==> src/rtl/timeout_counter_p.sv <==
`default_nettype none
// ---------------------------------------------------------------------------
// timeout_counter_p : programmable-limit event/timeout counter (saturate/wrap)
// Optional snapshot capture port enabled by TIMEOUT_COUNTER_SNAPSHOT_EN.
// Revision: 1.0
// ---------------------------------------------------------------------------
module timeout_counter_p #(
  parameter int WIDTH         = 16,
  parameter int DEFAULT_LIMIT = 5000,
  parameter int WRAPW         = 8
) (
  input  logic             clk,
  input  logic             reset,
  input  logic             start,
  input  logic             stop,
  input  logic             enable,
  input  logic             mode_wrap,
  input  logic [WIDTH-1:0] limit_in,
  input  logic [WIDTH-1:0] cmp_val,
`ifdef TIMEOUT_COUNTER_SNAPSHOT_EN
  input  logic             snap,
`endif
  output logic [WIDTH-1:0] count,
  output logic             overflow,
  output logic             done,
  output logic             wrap,
  output logic [WRAPW-1:0] wraps,
  output logic             cmp_hit,
  output logic             running,
  output logic [WIDTH-1:0] snapshot
);

  typedef enum logic [1:0] {
    S_IDLE = 2'd0,
    S_RUN  = 2'd1,
    S_DONE = 2'd2
  } state_t;

  localparam logic [WIDTH-1:0] ALL_ONES    = '1;
  // An all-ones limit is pulled down by one so limit+1 still fits in count.
  localparam logic [WIDTH-1:0] LIMIT_CLAMP = ALL_ONES - 1'b1;
  localparam logic [WIDTH-1:0] RESET_LIMIT = WIDTH'(DEFAULT_LIMIT);
  localparam logic [WRAPW-1:0] WRAPS_MAX   = '1;

  state_t           state_q, state_d;
  logic [WIDTH-1:0] count_q, count_d;
  logic [WIDTH-1:0] limit_q, limit_d;
  logic             mode_q, mode_d;
  logic             overflow_q, overflow_d;
  logic             done_q, done_d;
  logic             wrap_q, wrap_d;
  logic [WRAPW-1:0] wraps_q, wraps_d;
  logic             cmp_hit_q, cmp_hit_d;
  logic [WIDTH-1:0] snapshot_q, snapshot_d;

  always_comb begin
    state_d    = state_q;
    count_d    = count_q;
    limit_d    = limit_q;
    mode_d     = mode_q;
    overflow_d = overflow_q;
    wraps_d    = wraps_q;
    done_d     = 1'b0;
    wrap_d     = 1'b0;
    cmp_hit_d  = (state_q == S_RUN) && (count_q == cmp_val);
`ifdef TIMEOUT_COUNTER_SNAPSHOT_EN
    snapshot_d = snap ? count_q : snapshot_q;
`else
    snapshot_d = '0;
`endif

    if (start) begin
      state_d    = S_RUN;
      count_d    = '0;
      wraps_d    = '0;
      limit_d    = (limit_in == ALL_ONES) ? LIMIT_CLAMP : limit_in;
      mode_d     = mode_wrap;
      overflow_d = 1'b0;
    end else if (stop && (state_q != S_IDLE)) begin
      state_d    = S_IDLE;
      overflow_d = 1'b0;
    end else if ((state_q == S_RUN) && enable) begin
      if (count_q < limit_q) begin
        count_d = count_q + 1'b1;
      end else if (mode_q) begin
        count_d = '0;
        wrap_d  = 1'b1;
        if (wraps_q != WRAPS_MAX) begin
          wraps_d = wraps_q + 1'b1;
        end
      end else begin
        count_d    = limit_q + 1'b1;
        state_d    = S_DONE;
        done_d     = 1'b1;
        overflow_d = 1'b1;
      end
    end
  end

  always_ff @(posedge clk or posedge reset) begin
    if (reset) begin
      state_q    <= S_IDLE;
      count_q    <= '0;
      limit_q    <= RESET_LIMIT;
      mode_q     <= 1'b0;
      overflow_q <= 1'b0;
      done_q     <= 1'b0;
      wrap_q     <= 1'b0;
      wraps_q    <= '0;
      cmp_hit_q  <= 1'b0;
      snapshot_q <= '0;
    end else begin
      state_q    <= state_d;
      count_q    <= count_d;
      limit_q    <= limit_d;
      mode_q     <= mode_d;
      overflow_q <= overflow_d;
      done_q     <= done_d;
      wrap_q     <= wrap_d;
      wraps_q    <= wraps_d;
      cmp_hit_q  <= cmp_hit_d;
      snapshot_q <= snapshot_d;
    end
  end

  assign count    = count_q;
  assign overflow = overflow_q;
  assign done     = done_q;
  assign wrap     = wrap_q;
  assign wraps    = wraps_q;
  assign cmp_hit  = cmp_hit_q;
  assign running  = (state_q == S_RUN);
  assign snapshot = snapshot_q;

endmodule
`default_nettype wire

==> config.mk <==
export PLATFORM = sky130hd
export DESIGN_NAME = timeout_counter_p
export DESIGN_NICKNAME = d
export VERILOG_FILES = /design/src/rtl/timeout_counter_p.sv
export SDC_FILE = /design/constraint.sdc
export NUM_CORES = 1
export LEC_CHECK = 0
export CORE_UTILIZATION = 45
export CTS_CLUSTER_SIZE = 30
export DETAILED_ROUTE_END_ITERATION = 8
export HOLD_SLACK_MARGIN = 0.15
export PLACE_DENSITY = 0.79
export SKIP_CTS_REPAIR_TIMING = 1
export SLEW_MARGIN = 10
export SYNTH_ARGS = -nofsm -noshare
export SYNTH_HDL_FRONTEND = slang
export SYNTH_SLANG_ARGS = --single-unit
export TNS_END_PERCENT = 20
==> constraint.sdc <==
create_clock -name clk -period 2.6 [get_ports clk]
set_input_delay 0.52 -clock clk [delete_from_list [all_inputs] [get_ports clk]]
set_output_delay 0.52 -clock clk [all_outputs]
set_load 0.05 [all_outputs]
== Yosys cells after proc, flatten, opt, wreduce, memory -nomap -nowiden ==
Cells that the tools add are included.
Operators by class
  reduce and logical (&&, ||, !) cells: 11
  eq/ne operators: 8
  $lt $le $gt $ge: 1
  $add $sub $neg: 3
  mux-type cells: 32
Operators with widths (number)
  two-way mux 16 bit: 6
  two-way mux 8 bit: 6
  adder 16 x 1 -> 16 bit, second input constant: 2
  equality test 16 bit: 1
  equality test 16 bit, second input constant: 1
  less-than comparator 16 bit: 1
  two-way mux 1 bit: 15
  two-way mux 2 bit: 5
  adder 8 x 1 -> 8 bit, second input constant: 1
  != test 8 bit, second input constant: 1
  nonzero test 2 bit: 4
  AND reduction 5 bit: 1
  != test 2 bit, second input constant: 2
  logical AND 1 bit: 3
  != test 3 x 2 -> 1 bit, second input constant: 1
  != test 3 bit, second input constant: 1
  AND reduction 3 bit: 1
  nonzero test 3 bit: 1
  equality test 2 x 1 -> 1 bit, second input constant: 1
  AND reduction 2 bit: 1
Word-level totals
  bits of input ports: 38
  word-level logic and storage cells: 64
  register bits after elaboration: 47
  output and inout bits: 45

== Depth between registers and ports, before layout ==
  depth in word-level cells: 7
  mapped depth: 10
  depth with buffers taken out: 8

== Least setup slack after synthesis ==
OpenSTA, ideal clock, no wires.
  path type: register to register
  start: register count_q[13] (netlist: count[13])
  end: register count_q[4] (netlist: count[4])
  clock period less this slack: 2.825 ns
  data required time: 2.469 ns
  slack: -0.225 ns
  cell stages (with the launch flop): 10
  arrival: 2.694 ns
  cell sequence: dfrtp_1 -> ha_1 -> a21o_1 -> a21o_1 -> a2111o_1 -> or3_1 -> buf_2 -> buf_4 -> nand3_1 -> o211ai_1
On the way
  cells in the longest elaborated chain, start to end: 5
Ends and longest elaborated chain
  start: declaration: line 46  | logic [WIDTH-1:0] count_q, count_d;
  start signal: assignment: line 114  | count_q <= count_d;
  less-than comparator 16 bit: line 83  | if (count_q < limit_q) begin
  two-way mux 16 bit: line 83
  two-way mux 16 bit: line 82  | end else if ((state_q == S_RUN) && enable) begin
  two-way mux 16 bit: line 79  | end else if (stop && (state_q != S_IDLE)) begin
  two-way mux 16 bit: line 72  | if (start) begin
No other way between the ends. The select of a mux whose other input is x is not followed.
A chain may end at the register's enable or synchronous reset.

== Worst setup path in the final report ==
  start: register limit_q[12]
  end: register count_q[4] (netlist: count[4])
On the way
  cells in the longest elaborated chain, start to end: 5
Ends and longest elaborated chain
  start: declaration: line 47  | logic [WIDTH-1:0] limit_q, limit_d;
  start signal: assignment: line 115  | limit_q <= limit_d;
  less-than comparator 16 bit: line 83
  two-way mux 16 bit: line 83
  two-way mux 16 bit: line 82
  two-way mux 16 bit: line 79
  two-way mux 16 bit: line 72
No other way between the ends. The select of a mux whose other input is x is not followed.

==> metrics <==
chip width 87.6 µm; Vias/cell 5.63; row count 30; final hold viol count 0; Yosys top cell area share 31.1%; first drt pass iteration count 5; Final Max Tran Viols 0; clock share of power 29.4%; WL per Instance 16.0 µm; pre-CTS setup slack -73.8 ps; Syn. warnings 0; die height 87.6 µm; Layout area overhead 40.3%; top_reg_cell synth dfrtp_1; Max Cap Violations 0; Tightest Pin Transition 816 ps; compound-gate portion of the synthesized area 15.6%; Int Power 1240 µW; Max Root-Sink Buffers 2; LEAKAGE 0.00195 µW; Post-Synth Adder-Cell Area 6.83%; Crit path largest cell delay 540 ps; Slew Limit Headroom 45.4%; mux cell area share after synthesis 0.645%; RePlAce Congestion 0.869; Hold WC Path Type reg2reg; worst r2r src limit_q[12]; WHS 525 ps; Area contributors post-synth dfrtp_1 (31%), ha_1 (6.8%), nand3_1 (5.2%); Async SR Flop Fraction 100%; Setup CP Type reg2reg; Simple-Gate Fraction of Synth Area 24.9%; failing checks negative setup slack; Seq pwr share 43.5%; PnR worst setup slack -4.44 ps; number of global-route vias before repair 2,978; Clock transition at path regs 90 ps; first-pass GRT wire length 14.5 mm; startpoint types register; DRC Markers 0; initial DRC count 320; DRT Wirelength 9.44 mm; Hold Crit Start limit_q[8]; DP Area 4350 µm²; CTS Buf Count 5; Antenna Violating Nets Remaining 0; final non-filler cell area 4620 µm²; Syn Inst Count 386; I/O Pins 83; CP most frequent cell buf_6; power share of the combinational group 27.2%; P_sw 568 µW; Skew-Pair Late Insertion Delay 310 ps; total number of vias 3,319; CP required 2830 ps; min Tclk post-route 2600 ps; largest net degree at the start of global routing 48; sequential fraction of the synthesis area 35.1%; final setup violation count 3; diodes inserted 0; Arr. time, crit path 2830 ps; Synth Cell Area 3300 µm²; sw frac 31.4%; antenna violations before repair 0; CTS tree done; main combinational cell family by area after synthesis simple AND/OR/NAND/NOR gates; full die area 7670 µm²; hpwl dp 7.20 mm; commonest non-fill, non-tap cell in the layout clkdlybuf4s50_1; clock skew 9.42 ps; XOR/XNOR share of the synthesized area 8.24%; Netlist cell types 50; Crit path max-delay family compound AO/OA/AOI/OAI gates; clk root buf clkbuf_8; Initial Utilization 47.5%; Layout Utilization 66.6%; crit-path cells inv_2 > ha_4 > a21o_1 > a21o_1 > a2111o_1 > buf_6 > nor4_4 > buf_6 > buf_6 > a21oi_2 > o211ai_1; Final Cycle Share 100%; H-tree depth 2; ratio of cells with drive above 1 in the final layout 19.3%; IO Port Bufs 66; Syn Area/Cell 8.54 µm²; RSZ-0062 raised after global routing yes; number of flops mapped to enable cells by yosys 0; Core ar. 6940 µm²; total gr overflow 0; Final Net Count 548; worst-path maximum fanout 7; Synth area leader dfrtp_1; P per Cell Area 392 nW/µm²; All-Layer GR Usage 24.6%; most frequent cells in the layout clkdlybuf4s50_1 (66), buf_4 (44), nand2_1 (39); Worst VDD drop 0.261 mV; critical path's slowest cell dfstp_2; synthesized flop and latch total 46; critical path capture point type register; status finished, violations left; Tot Pwr 1810 µW; CTS Sinks 46; Buf/Inv on CP 4; Max Clk Rate 384 MHz; CP startpoint limit_q[12]
-- metrics by stage --
stage	std cells	setup TNS (ps)
final	589	-10.1
after floorplan	401	-119
after global routing	589	-752
after global placement	576	-12.3
after detailed placement	576	-458
after CTS	584	-824
-- layout make-up --
type / count / area, µm²
clock buffers: 7 / 76.3
clock inverters: 1 / 30.0
fillers: 544 / 2320
inverters: 24 / 90.1
multi-input cells: 299 / 2070
flip-flops and latches: 46 / 1170
well taps: 96 / 120
repair buffers: 116 / 1070
-- registers in the layout, indices dropped and copies added (netlist names) --
signal    count
cmp_hit       1
limit_q      16
wrap          1
count        16
mode_q        1
done          1
state_q       1
wraps         8
overflow      1
-- power groups by stage --
| stage | logic [µW] | registers, µW | clock network [µW] |
|---|---|---|---|
| 2_1_floorplan | 245 | 838 | 0 |
| 3_3_place_gp | 452 | 795 | 0 |
| 3_5_place_dp | 469 | 798 | 0 |
| 4_1_cts | 471 | 784 | 545 |
| 5_1_grt | 532 | 791 | 574 |
| 6_report | 492 | 787 | 532 |
-- tightest hold or removal path, delay by kind of cell (launching register included) --
kind / cells / cell delay [ps]
buffers and inverters: 1 / 70
flip-flops: 1 / 370
AO/OA/AOI/OAI: 1 / 80
-- worst paths after layout --
kind / end / slack, ps / depth (start not counted)
worst max register to register: count[4] / -4 / 11
worst min-delay path: limit_q[8] / 530 / 2
worst max-delay path: count[4] / -4 / 11
max in group asynchronous: limit_q[8] / 1410 / 3
min in group asynchronous: wraps[5] / 560 / 2
worst min register to register: limit_q[8] / 530 / 2
-- logic make-up (layout without fill, tap and decap cells) --
kind of cell,after synthesis,after routing
other,1,16
buffers and inverters,56,148
XOR/XNOR,31,31
AO/OA/AOI/OAI,74,74
flip-flops,46,46
AND/OR/NAND/NOR,158,158
multiplexers,2,2
adder cells (fa/ha/maj),18,18
-- Yosys cell counts (all sizes together), types with 6 or more instances --
| library cell | count |
|---|---|
| xnor2 | 13 |
| a31oi | 6 |
| buf | 20 |
| clkbuf | 12 |
| a22oi | 7 |
| nand2b | 6 |
| xor2 | 18 |
| ha | 18 |
| nand3 | 34 |
| nor2 | 14 |
| nand4 | 11 |
| nor3 | 22 |
| a21oi | 9 |
| dfrtp | 41 |
| inv | 24 |
| o21ai | 27 |
| nand2 | 39 |
| nor4 | 10 |
-- routing by layer --
metal	vias up	share of wire, %	track usage, %
li1	1563	-	-
met1	1580	44	35.1
met2	155	46	40.0
met3	21	7.1	3.58
met4	0	2.0	5.22
met5	-	0	0
Power figures use the tool's default switching activity.
